`src/rtl/tt_um_emern_scan_raster_pkg.sv`:
```
// Shared widths, setup timing and FSM encoding for the scanline rasterizer.
// The SPI frontend uses the same coordinate and colour widths.
package tt_um_emern_scan_raster_pkg;

  localparam int X_W          = 7;
  localparam int Y_W          = 6;
  localparam int COLOR_W      = 6;
  localparam int DEPTH_W      = 3;
  localparam int EW_DEF       = 16;
  localparam int XMAX_DEF     = 127;
  localparam int SETUP_CYCLES = 13;

  typedef enum logic [1:0] {
    ST_IDLE   = 2'd0,
    ST_SETUP  = 2'd1,
    ST_ACTIVE = 2'd2
  } state_t;

endpackage

```
`src/rtl/tt_um_emern_edge_setup.sv`:
```
// Serial edge-function setup: one shared signed multiplier walks 6 edges x 2 products,
// then a finalise step during which done is high and the top loads its accumulators.
module tt_um_emern_edge_setup
  import tt_um_emern_scan_raster_pkg::*;
#(
  parameter int EW = EW_DEF
) (
  input  logic            clk,
  input  logic            rst_n,
  input  logic            start,
  input  logic [13:0]     v0_x,
  input  logic [13:0]     v1_x,
  input  logic [13:0]     v2_x,
  input  logic [11:0]     v0_y,
  input  logic [11:0]     v1_y,
  input  logic [11:0]     v2_y,
  input  logic [5:0]      line_y,
  output logic [6*EW-1:0] init_flat,
  output logic [6*EW-1:0] dy_flat,
  output logic            done
);

  logic                 running;
  logic [3:0]           step;
  logic [2:0]           eidx;
  logic                 phase;
  logic                 p;
  logic [1:0]           k;
  logic [6:0]           x0, x1, x2, xa, xb;
  logic [5:0]           y0, y1, y2, ya, yb;
  logic signed [7:0]    dx, mul_a, mul_b;
  logic signed [6:0]    dy, ry;
  logic signed [EW-1:0] prod, acc_r;
  logic signed [EW-1:0] init_r [0:5];
  logic signed [EW-1:0] dy_r   [0:5];

  // Even steps form -xa*dy, odd steps subtract (y-ya)*dx; edges 0-2 are poly A, 3-5 poly B.
  assign eidx  = step[3:1];
  assign phase = step[0];
  assign done  = running && (step == 4'(SETUP_CYCLES - 1));

  always_comb begin
    p = (eidx >= 3'd3);
    k = p ? 2'(eidx - 3'd3) : eidx[1:0];
  end

  assign x0 = p ? v0_x[13:7] : v0_x[6:0];
  assign x1 = p ? v1_x[13:7] : v1_x[6:0];
  assign x2 = p ? v2_x[13:7] : v2_x[6:0];
  assign y0 = p ? v0_y[11:6] : v0_y[5:0];
  assign y1 = p ? v1_y[11:6] : v1_y[5:0];
  assign y2 = p ? v2_y[11:6] : v2_y[5:0];

  always_comb begin
    case (k)
      2'd0:    begin xa = x0; xb = x1; ya = y0; yb = y1; end
      2'd1:    begin xa = x1; xb = x2; ya = y1; yb = y2; end
      default: begin xa = x2; xb = x0; ya = y2; yb = y0; end
    endcase
  end

  assign dx    = $signed({1'b0, xb}) - $signed({1'b0, xa});
  assign dy    = $signed({1'b0, yb}) - $signed({1'b0, ya});
  assign ry    = $signed({1'b0, line_y}) - $signed({1'b0, ya});
  assign mul_a = phase ? dx : $signed({1'b0, xa});
  assign mul_b = phase ? $signed({ry[6], ry}) : $signed({dy[6], dy});
  assign prod  = mul_a * mul_b;

  always_ff @(posedge clk or negedge rst_n) begin
    if (!rst_n) begin
      running <= 1'b0;
      step    <= '0;
      acc_r   <= '0;
      for (int i = 0; i < 6; i++) begin
        init_r[i] <= '0;
        dy_r[i]   <= '0;
      end
    end else if (start) begin
      running <= 1'b1;
      step    <= '0;
    end else if (running) begin
      if (done) begin
        running <= 1'b0;
        step    <= '0;
      end else begin
        step <= step + 4'd1;
        if (!phase) begin
          acc_r      <= -prod;
          dy_r[eidx] <= EW'(dy);
        end else begin
          init_r[eidx] <= acc_r - prod;
        end
      end
    end
  end

  for (genvar i = 0; i < 6; i++) begin : g_flat
    assign init_flat[i*EW +: EW] = init_r[i];
    assign dy_flat[i*EW +: EW]   = dy_r[i];
  end

endmodule

```
`src/rtl/tt_um_emern_scan_raster.sv`:
```
// Per-scanline two-triangle rasterizer: snapshots polygon state at line start, runs the
// serial edge setup, then steps six edge accumulators one pixel per pix_step and resolves colour.
module tt_um_emern_scan_raster
  import tt_um_emern_scan_raster_pkg::*;
#(
  parameter int EW   = EW_DEF,
  parameter int XMAX = XMAX_DEF
) (
  input  logic        clk,
  input  logic        rst_n,
  input  logic        line_start,
  input  logic [5:0]  line_y,
  input  logic        pix_step,
  input  logic [5:0]  bg_color_in,
  input  logic [11:0] poly_color_in,
  input  logic [13:0] v0_x_in,
  input  logic [13:0] v1_x_in,
  input  logic [13:0] v2_x_in,
  input  logic [11:0] v0_y_in,
  input  logic [11:0] v1_y_in,
  input  logic [11:0] v2_y_in,
  input  logic [5:0]  poly_depth_in,
  input  logic [1:0]  poly_enable_in,
  output logic [5:0]  color_out,
  output logic        color_valid,
  output logic        setup_busy,
  output logic        late_pulse
);

  state_t               state;
  logic [7:0]           x;
  logic [5:0]           y_s, bg_s, dep_s;
  logic [11:0]          col_s, v0y_s, v1y_s, v2y_s;
  logic [13:0]          v0x_s, v1x_s, v2x_s;
  logic [1:0]           en_s;
  logic signed [EW-1:0] acc    [0:5];
  logic signed [EW-1:0] init_v [0:5];
  logic signed [EW-1:0] dy_v   [0:5];
  logic [6*EW-1:0]      init_flat, dy_flat;
  logic                 setup_done;
  logic                 cov_a, cov_b;
  logic [5:0]           pix_color;

  tt_um_emern_edge_setup #(.EW(EW)) u_setup (
    .clk       (clk),
    .rst_n     (rst_n),
    .start     (line_start),
    .v0_x      (v0x_s),
    .v1_x      (v1x_s),
    .v2_x      (v2x_s),
    .v0_y      (v0y_s),
    .v1_y      (v1y_s),
    .v2_y      (v2y_s),
    .line_y    (y_s),
    .init_flat (init_flat),
    .dy_flat   (dy_flat),
    .done      (setup_done)
  );

  for (genvar i = 0; i < 6; i++) begin : g_unpack
    assign init_v[i] = init_flat[i*EW +: EW];
    assign dy_v[i]   = dy_flat[i*EW +: EW];
  end

  // Inclusive edges, either winding; an all-zero triangle has no area and never draws.
  function automatic logic poly_cov(input logic en, input logic signed [EW-1:0] e0,
                                    input logic signed [EW-1:0] e1, input logic signed [EW-1:0] e2);
    logic all_ge, all_le, all_zero;
    all_zero = (e0 == '0) && (e1 == '0) && (e2 == '0);
    all_ge   = !e0[EW-1] && !e1[EW-1] && !e2[EW-1];
    all_le   = (e0[EW-1] || e0 == '0) && (e1[EW-1] || e1 == '0) && (e2[EW-1] || e2 == '0);
    return en && (all_ge || all_le) && !all_zero;
  endfunction

  function automatic logic [5:0] resolve(input logic ca, input logic cb, input logic [11:0] col,
                                         input logic [5:0] dep, input logic [5:0] bg);
    if (ca && cb) return (dep[5:3] < dep[2:0]) ? col[11:6] : col[5:0];
    else if (ca)  return col[5:0];
    else if (cb)  return col[11:6];
    else          return bg;
  endfunction

  assign cov_a     = poly_cov(en_s[0], acc[0], acc[1], acc[2]);
  assign cov_b     = poly_cov(en_s[1], acc[3], acc[4], acc[5]);
  assign pix_color = resolve(cov_a, cov_b, col_s, dep_s, bg_s);

  always_ff @(posedge clk or negedge rst_n) begin
    if (!rst_n) begin
      state       <= ST_IDLE;
      x           <= '0;
      color_out   <= '0;
      color_valid <= 1'b0;
      setup_busy  <= 1'b0;
      late_pulse  <= 1'b0;
      y_s   <= '0; bg_s  <= '0; dep_s <= '0; col_s <= '0; en_s  <= '0;
      v0x_s <= '0; v1x_s <= '0; v2x_s <= '0;
      v0y_s <= '0; v1y_s <= '0; v2y_s <= '0;
      for (int i = 0; i < 6; i++) acc[i] <= '0;
    end else begin
      color_valid <= 1'b0;
      late_pulse  <= 1'b0;
      // A line start always wins: it drops any same-cycle pixel and restarts setup.
      if (line_start) begin
        state      <= ST_SETUP;
        setup_busy <= 1'b1;
        x          <= '0;
        y_s   <= line_y;       bg_s  <= bg_color_in;    dep_s <= poly_depth_in;
        col_s <= poly_color_in; en_s <= poly_enable_in;
        v0x_s <= v0_x_in; v1x_s <= v1_x_in; v2x_s <= v2_x_in;
        v0y_s <= v0_y_in; v1y_s <= v1_y_in; v2y_s <= v2_y_in;
        if (pix_step && state != ST_ACTIVE) late_pulse <= 1'b1;
      end else begin
        case (state)
          ST_IDLE: begin
            if (pix_step) late_pulse <= 1'b1;
          end
          ST_SETUP: begin
            if (pix_step) late_pulse <= 1'b1;
            if (setup_done) begin
              state      <= ST_ACTIVE;
              setup_busy <= 1'b0;
              for (int i = 0; i < 6; i++) acc[i] <= init_v[i];
            end
          end
          ST_ACTIVE: begin
            if (pix_step && x <= 8'(XMAX)) begin
              color_out   <= pix_color;
              color_valid <= 1'b1;
              x           <= x + 8'd1;
              for (int i = 0; i < 6; i++) acc[i] <= acc[i] + dy_v[i];
            end
          end
          default: state <= ST_IDLE;
        endcase
      end
    end
  end

endmodule

```
`config.mk`:
```
export PLATFORM = sky130hd
export DESIGN_NAME = tt_um_emern_scan_raster
export DESIGN_NICKNAME = d
export VERILOG_FILES = /design/src/rtl/tt_um_emern_scan_raster_pkg.sv /design/src/rtl/tt_um_emern_edge_setup.sv /design/src/rtl/tt_um_emern_scan_raster.sv
export SDC_FILE = /design/constraint.sdc
export NUM_CORES = 1
export LEC_CHECK = 0
export CAP_MARGIN = 10
export CORE_MARGIN = 1
export CORE_UTILIZATION = 32
export DETAILED_ROUTE_END_ITERATION = 16
export GPL_TIMING_DRIVEN = 0
export HOLD_SLACK_MARGIN = 0.12
export PLACE_DENSITY_LB_ADDON = 0.25
export SLEW_MARGIN = 20
export SYNTH_ARGS = -nofsm -noshare
export SYNTH_HDL_FRONTEND = slang
export SYNTH_SLANG_ARGS = --single-unit
```
`constraint.sdc`:
```
create_clock -name clk -period 30.8 [get_ports clk]
set_clock_uncertainty 0.2 [all_clocks]
set_input_delay 6.16 -clock clk [delete_from_list [all_inputs] [get_ports clk]]
set_output_delay 6.16 -clock clk [all_outputs]
set_load 0.01 [all_outputs]
```
# After elaboration in Yosys (flattened, before gate mapping)

Index checks and enable logic that the tools add are counted.

Multipliers: 1
Bitwise gates (word level): 4
Multiplexer cells: 46
Reductions and logical operators: 60
Order comparisons: 5
Eq/ne operators: 9
Add/sub/neg operators: 14

Operators with widths:

| operator            | count |
|---|---|
| $bwmux 96           | 2 |
| $mux 96             | 2 |
| $pmux 96 s2         | 1 |
| $add 16x16->16      | 6 |
| $logic_not 16->1    | 6 |
| $demux 16 s3        | 1 |
| $mux 6              | 7 |
| $mux 8              | 5 |
| $pmux 7 s2          | 2 |
| $pmux 6 s2          | 2 |
| $logic_and 1x1->1   | 21 |
| $mux 7              | 3 |
| $mul 8x8->16        | 1 |
| $mux 16             | 1 |
| $neg 16->16         | 1 |
| $sub 16x16->16      | 1 |
| $sub 6x6->7         | 2 |
| $mux 1              | 13 |
| $mux 4              | 3 |
| $reduce_and 4->1    | 3 |
| $reduce_bool 2->1   | 6 |
| $add 8x1->8 const B | 1 |
| $le 8x7->1 const B  | 1 |
| $logic_not 1->1     | 8 |
| other kinds (22)    | 40 |

Word-level logic and storage cells: 177
Bits of input ports: 114
Register bits: 438

# Longest topological paths before layout

Depth in word-level cells: 10
Depth in mapped cells: 41

# Modules after synthesis

A second synthesis with hierarchy kept.

Cells, all modules: 2588
Area total of the unflattened synthesis: 25032.8 µm²

By module, submodules not included:

| module                  | cells each | seq. area each (µm²) | instances | area each (µm²) |
|---|---|---|---|---|
| tt_um_emern_scan_raster | 1390       | 5630.4               | 1         | 13355.3 |
| tt_um_emern_edge_setup  | 1198       | 3978.8               | 1         | 11677.4 |

# Worst setup path before layout

No wires, ideal clock.

Path kind: flip-flop to flip-flop
From: register u_setup.step[1]
To: register u_setup.init_r (netlist bit u_setup.init_flat[31])
Slack: 20816 ps
Setup time: 138 ps
Clock period less this slack: 9984 ps
Arrival: 9646 ps
Required time: 30462 ps
Cell stages (with the launch flop): 39
Cell sequence: dfrtp_1 ha_1 a211oi_4 buf_4 buf_2 buf_2 mux2i_1 a22o_1 a21oi_1 ha_1 fa_1 or3_1 a31oi_1 maj3_2 a21oi_2 mux2i_4 buf_6 fa_1 [3 not listed] inv_1 fa_1 inv_1 ha_1 and3_1 a22oi_1 nor2b_1 xnor2_1 inv_1 ha_1 a21oi_1 nand2_1 o21ai_1 o21ai_0 maj3_1 maj3_1 xnor2_1 o21ai_0

Cells in the longest elaborated chain, start to end: 9
Elaborated cells on any way between the ends: 33
Those cells by class: 5 x add/sub; 1 x mul; 3 x order compare; 2 x eq/ne; 16 x mux; 2 x bitwise; 4 x reduce/logical

Ends and longest elaborated chain:

| what                                                 | line                                                       | RTL |
|---|---|---|
| start: declaration                                   | tt_um_emern_edge_setup.sv:24                               | `logic [3:0] step;` |
| start signal: assignment                             | tt_um_emern_edge_setup.sv:86                               | `step <= step + 4'd1;` |
| $ge 3x2->1 / $sub 2x2->2 (equally long branches)     | tt_um_emern_edge_setup.sv:43, tt_um_emern_edge_setup.sv:44 |  |
| $mux 2                                               | tt_um_emern_edge_setup.sv:44                               | `k = p ? 2'(eidx - 3'd3) : eidx[1:0];` |
| $eq 2x1->1 / $logic_not 2->1 (equally long branches) | tt_um_emern_edge_setup.sv:55                               | `case (k)` |
| $pmux 7 s2 / $pmux 6 s2 (equally long branches)      | tt_um_emern_edge_setup.sv:55                               |  |
| $sub 7x7->8 (tied with other cells)                  | tt_um_emern_edge_setup.sv:62                               | `assign dx = $signed({1'b0, xb}) - $signed({1'b0, xa});` |
| $mux 8 (on tied branches)                            | tt_um_emern_edge_setup.sv:65, tt_um_emern_edge_setup.sv:66 |  |
| $mul 8x8->16                                         | tt_um_emern_edge_setup.sv:67                               | `assign prod = mul_a * mul_b;` |
| $sub 16x16->16                                       | tt_um_emern_edge_setup.sv:91                               | `init_r[eidx] <= acc_r - prod;` |
| $bwmux 96                                            | tt_um_emern_edge_setup.sv:91                               |  |
| end signal: indexed assignment                       | tt_um_emern_edge_setup.sv:91                               |  |
| end: declaration                                     | tt_um_emern_edge_setup.sv:34                               | `logic signed [EW-1:0] init_r [0:5];` |

Several ways; a longest one is shown, not always the timed one.
A chain may end at the register's enable or synchronous reset.

# Worst setup path after layout

From: register u_setup.step[1]
To: register u_setup.init_r (netlist bit u_setup.init_flat[63])

Same word-level chain as after synthesis.

==> out/qor.txt <==
Status: complete, no violations
Synth Area in Simple Gates: 14.0%
Share of the synthesized area in the top cell type: 38.7%
Via count: 20500
Post-layout min period: 12.65 ns
Most frequent cell on the critical path: fa_1
Seq cells post-synth: 384
Longest Clk Path Bufs: 3
Crit-path slowest cell: a31oi_2
Most instantiated cells after synthesis: dfrtp_1, nand2_1, nor2_1, mux2_2, a21oi_1
Adder-Cell Fraction of Synth Area: 13.2%
Port buffer count: 121
First-pass detailed-route iteration total: 6
CP max FO: 10
RD Place Congestion: 0.914
Syn_nets: 2936
Startpoint Class: flip-flop
Post-synthesis mux area share: 10.4%
Maximum number of pins on one net before global-route repair: 97
Worst setup EP type: flip-flop
Die Width: 280 um
Post-Synth XOR/XNOR Area: 4.62%
Die span in y: 280 um
Area grow syn2layout: 17.9%
Clock Latency Late Sink: 0.60 ns
Final Hold Fails: 0
Vias in the first global route: 20800
Die area: 0.0786 mm^2
Actual slew at the worst max-slew pin: 1.19 ns
Setup-failing EPs final: 0
Max Cap Violations: 0
Hold crit path type: flip-flop to flip-flop
Worst Setup SP: u_setup.step[1]
Initial antenna violation count: 3
CTS buffer count: 46
Post-synth ARST share: 100%
Layout cells sized above 1: 11.4%
Synthesized area: 0.0248 mm^2
Seq/Total Area, Yosys: 38.7%
R2R Setup Slk: 18.15 ns
DRT antenna net count: 0
First-pass GRT wire length: 121000 um
Max-slew headroom: 20.3%
Post-synth EDFFs: 0
Fmax achieved: 0.0791 GHz
Clock sinks: 384
Unrepaired setup endpoints after global routing: false
Core Area: 0.0763 mm^2
# resized after CTS: 0
Synth cell types: 79
Largest family of logic cells by synthesized area: compound AO/OA/AOI/OAI gates
Worst path required time: 31.04 ns
GRT Total Usage: 20.1%
Synth Area in Compound Gates: 15.0%
Clock slew at reported path FFs: 0.06 ns
CTS tree: done
WL final: 78900 um
H-tree levels: 2
Site row count: 101
Most frequent cell after synthesis: dfrtp_1
CP arrival: 12.89 ns
Critical Path Max Stage Delay: 0.95 ns
Io pins: 123
GRT Residual Overflow: 0
Worst Path Class, Setup: flip-flop to flip-flop
Drt first-iter violations: 1703
Slew Limit Fails: 0
Synth area leader: dfrtp_1
Detailed placer's ending HPWL: 58600 um
Drt drc: 0
Post-Syn Instances: 2604
Vias per cell: 5.32
Top FF cell, synth: dfrtp_1
Initial Utilization: 32.5%
Routed WL per cell: 20.5 um
# diodes: 0
Hold wc startpoint: u_setup.init_flat[61]
Nets: 3113
Setup_tns: 0 ns
Top area cells in the synthesized netlist: dfrtp_1, mux2_2, ha_1
Final period util: 41.1%
Yosys Warn Count: 0
Syn_area_per_cell: 9.52 um^2
Launch point of the worst reg-to-reg path: u_setup.step[1]
CTS root buf: clkbuf_16
Setup Fix Bufs, Post-CTS: 0
Hold Buf Count CTS: 0
[worst max-delay path, delay by kind of cell, from the launching register on]
kind | cells | cell delay, ns
AO/OA/AOI/OAI | 13 | 4.09
XOR/XNOR | 2 | 0.82
adder cells (fa/ha/maj) | 11 | 4.38
buffers and inverters | 7 | 1.47
flip-flops | 1 | 0.47
multiplexers | 2 | 0.42
AND/OR/NAND/NOR | 4 | 0.60
[flip-flops by register name (all words and copies together), names as in the netlist, 2 cells and up]
name and flops:
acc 96, bg_s 6, col_s 12, color_out 6, dep_s 6, en_s 2, state 2, u_setup.acc_r 16
u_setup.dy_flat 42, u_setup.init_flat 96, u_setup.step 4, v0x_s 14, v0y_s 12, v1x_s 14, v1y_s 12, v2x_s 14
v2y_s 12, x 8, y_s 6
[cells by family after synthesis]
logic type / after synthesis
adders and majority gates: 222
xor gates and xnor gates: 130
and+or+nand+nor: 772
AOI/OAI and AO/OA: 601
DFF: 384
buffers and inverters: 264
muxes: 231
[final timing paths]
kind | cells past startpoint | endpoint
worst min-delay path | 2 | u_setup.init_flat[61]
worst max-delay path | 39 | u_setup.init_flat[63]
max in group asynchronous | 3 | u_setup.acc_r[8]
min in group asynchronous | 1 | acc[45]
worst max register to register | 39 | u_setup.init_flat[63]
worst min register to register | 2 | u_setup.init_flat[61]
[layer usage]
metal / track usage, % / part of all wire (%) / vias to the layer above / wire, um
met2: 32.5 / 46 / 674 / 36500
li1: - / - / 9491 / -
met4: 6.77 / 3.1 / 2 / 2480
met3: 2.82 / 6.4 / 125 / 5060
met1: 27.6 / 44 / 10200 / 34800
met5: 0 / 0.014 / - / 11
[stage by stage]
stage / setup WS, ns / util, % / hold WS [ns] / std cells / instance area [um^2]
after floorplan: 20.82 / - / 0.238 / 2604 / 24800
after global placement: 6.10 / 35.8 / 0.252 / 3755 / 27300
after detailed placement: 18.11 / 36.2 / 0.262 / 3763 / 27600
after CTS: 18.07 / 38.3 / 0.277 / 3847 / 29200
after global routing: 17.42 / 38.3 / 0.298 / 3847 / 29200
final: 18.15 / 38.3 / 0.272 / 3847 / 29200
[area by class of cell]
| type | count | area (um^2) |
|---|---|---|
| Fill cell | 7657 | 47100 |
| Multi-Input combinational cell | 1956 | 14300 |
| Sequential cell | 384 | 9610 |
| Timing Repair Buffer | 129 | 1380 |
| Clock buffer | 63 | 1330 |
| Tap cell | 1030 | 1290 |
| Inverter | 161 | 604 |
| Buffer | 103 | 408 |
| Clock inverter | 21 | 314 |
[layout by cell type (no fill, tap or decap), types with 15 or more instances in the layout]
master           netlist  routed
ha_1                 152     152
o21a_1                19      19
clkbuf_1              79      84
nand2b_1              16      16
nor2_1               220     220
nor3_1                44      44
nand3_1               35      35
mux2_2               180     180
and3_1                20      20
a21oi_1              174     173
dfrtp_1              384     384
inv_1                160     160
a31oi_1               45      45
nand4_1               16      16
fa_1                  66      66
a21o_1                34      34
buf_1                 15      15
xor2_1                54      52
o21ai_0              168     168
clkbuf_16              0      46
a211oi_1              22      22
or3_1                 16      16
clkdlybuf4s50_1        0     120
nand2_1              296     296
xnor2_1               75      61
nor2b_1               41      41
mux2i_1               46      46
nor4_1                26      26
o211ai_1              15      15
Power is not shown: default switching activity piles up to over one toggle a cycle in this logic, so the estimate is an artifact.
==> edit, RTL diff (same flow settings) <==
Register the input `v1_x_in` before use, cleared by the reset. The logic sees it one clock later. The other inputs are not delayed to match.
--- a/src/rtl/tt_um_emern_scan_raster.sv
+++ b/src/rtl/tt_um_emern_scan_raster.sv
@@ -26,6 +26,16 @@
   output logic        setup_busy,
   output logic        late_pulse
 );
+
+  logic [13:0] v1_x_q;
+
+  always_ff @(posedge clk or negedge rst_n) begin
+    if (!rst_n) begin
+      v1_x_q <= '0;
+    end else begin
+      v1_x_q <= v1_x_in;
+    end
+  end
 
   state_t               state;
   logic [7:0]           x;
@@ -106,7 +116,7 @@
         x          <= '0;
         y_s   <= line_y;       bg_s  <= bg_color_in;    dep_s <= poly_depth_in;
         col_s <= poly_color_in; en_s <= poly_enable_in;
-        v0x_s <= v0_x_in; v1x_s <= v1_x_in; v2x_s <= v2_x_in;
+        v0x_s <= v0_x_in; v1x_s <= v1_x_q; v2x_s <= v2_x_in;
         v0y_s <= v0_y_in; v1y_s <= v1_y_in; v2y_s <= v2_y_in;
         if (pix_step && state != ST_ACTIVE) late_pulse <= 1'b1;
       end else begin
Check against the original RTL: no difference found for any inputs over 4 cycles, from zero or initial values and one cycle with rst_n low; that may be too few to reach the edited logic, so the function may still have changed.
==> edit against the original RTL <==
  * Area after synthesis is 2.6% higher
  * Routed wire length is 1.0% higher
  * Die area is 2.6% higher
  * Sequential cell count is 14 higher
  * Setup slack better by 0.99 ns
  * Highest routed layer unchanged
  * First-iteration DRC count is 19% lower
  * Cell area is 2.0% higher
  * Final cell count is 0.91% higher
Power is not shown: default switching activity piles up to over one toggle a cycle in this logic, so the estimate is an artifact.
==> edit: results (changes against the original RTL) <==
Setup path
  – Delay of the slowest critical-path stage: 0.91 ns (-0.04 ns)
  – Critical path arrival: 11.99 ns (-0.90 ns)
  – Worst R2R Start: u_setup.step[1]
  – FF-to-FF End: u_setup.init_flat[79]
  – Worst path slowest cell: xnor2_1
  – Worst-case reg-to-reg path depth: 35 (-10%)

Yosys
  – Post-synth ARST share: 100.0% (unchanged)
  – Synth Area in Compound Gates: 14.60% (-0.36 points)
  – Top cells by instance count after synthesis: dfrtp_1, nand2_1, mux2_2, nor2_1, o21ai_0
  – Sequential area share after synthesis: 39.13% (+0.39 points)
  – Post-synthesis mux area share: 11.55% (+1.1 points)
  – Synthesized Nets: 2944 (+0.27%)
  – Post-Synth Adder-Cell Area: 12.66% (-0.50 points)
  – Top cells by area, synth: dfrtp_1, mux2_2, ha_1
  – Post-synthesis cell type count: 92 (+16%)
  – Avg Inst Size Synth: 9.743 um^2 (+2.3%)

Hold path
  – Hold Crit Depth: 1 (-1)
  – Hold Path Class: flop to flop
  – Hold endpoint: v1x_s[3]
  – Hold Crit Start: v1_x_q[3]

Placed design
  – DP Wirelength: 58480 um (-0.21%)
  – Gpl congestion: 0.8749 (-4.3%)
  – Worst slack, placed: 19.23 ns (+1.127 ns)
  – Placed inst area: 28310 um^2 (+2.5%)
  – Port bufs: 122 (+0.83%)
  – Placed Instances: 3798 (+0.93%)

Detailed routing
  – Vias per cell: 5.282 (-0.70%)
  – Initial DRC count: 1383 (-19%)
  – First-pass DRT Iterations: 5 (-1)
  – WL per Instance: 20.53 um (about the same)

Status
  – Status: finished, final reports clean

STA
  – Slew headroom: 22.41% (+2.1 points)
  – WHS: 0.2754 ns (+0.003882 ns)

GRT
  – Initial antenna violation count: 2 (-1)
  – First-pass GRT wire length: 123000 um (+1.3%)
  – Vias in the first global route: 20890 (+0.49%)
  – GRT Util Overall: 19.66% (-0.49 points)

Layout
  – # fillers: 7906 (+3.3%)
  – Final net count: 3128 (+0.48%)
  – Layout Cells excl Fill: 3882 (+0.91%)
  – Share of cells above drive strength 1: 13.29% (+1.9 points)

Clock network
  – Root Driver: clkbuf_16
edit: cell types whose count changed after synthesis, sizes merged, moves of 14 or more:
cell	change
a21oi	-46
dfrtp	+14
mux2	+31
nand2	-25
nand3	+16
nor3	+24
xor2	-15
edit: worst max-delay path: cells and delay by family, from the launching register on:
family	cells	cell delay [ns]
AND/OR/NAND/NOR	3	0.40
buffers and inverters	6	1.15
AO/OA/AOI/OAI	13	3.62
XOR/XNOR	2	1.25
multiplexers	2	0.65
adder cells (fa/ha/maj)	9	3.80
flip-flops	1	0.48
edit: area by class of cell:
class                   count  area share (%)
repair buffers            136           4.822
inverters                 150           1.888
flip-flops and latches    398           33.40
well taps                1050           4.406
clock inverters            16          0.5371
multi-input cells        1958           48.97
diodes                      2         0.01679
clock buffers              66           4.486
plain buffers             106           1.469
edit: kinds of logic (layout without fill, tap and decap cells):
family                   count (synthesis)  after routing
XOR/XNOR                               104            104
other                                    0              2
AND/OR/NAND/NOR                        797            797
adder cells (fa/ha/maj)                218            218
multiplexers                           265            265
AO/OA/AOI/OAI                          574            574
flip-flops                             398            398
buffers and inverters                  256            474
edit: worst max-delay path by stage:
stage / end / slack, ns
after floorplan: u_setup.init_flat[47] / 21.55
after global placement: v2x_s[11] / 5.60
after detailed placement: u_setup.init_flat[79] / 19.23
after CTS: u_setup.init_flat[79] / 19.21
after global routing: u_setup.init_flat[15] / 18.38
final: u_setup.init_flat[79] / 19.14
edit: per-layer routing:
| metal | vias up | share of wire (%) | track usage [%] |
|---|---|---|---|
| met5 | - | 0.033 | 0 |
| met4 | 4 | 3.1 | 6.371 |
| met3 | 140 | 5.4 | 3.055 |
| met2 | 574 | 48 | 33.41 |
| met1 | 10150 | 44 | 25.45 |
| li1 | 9637 | - | - |
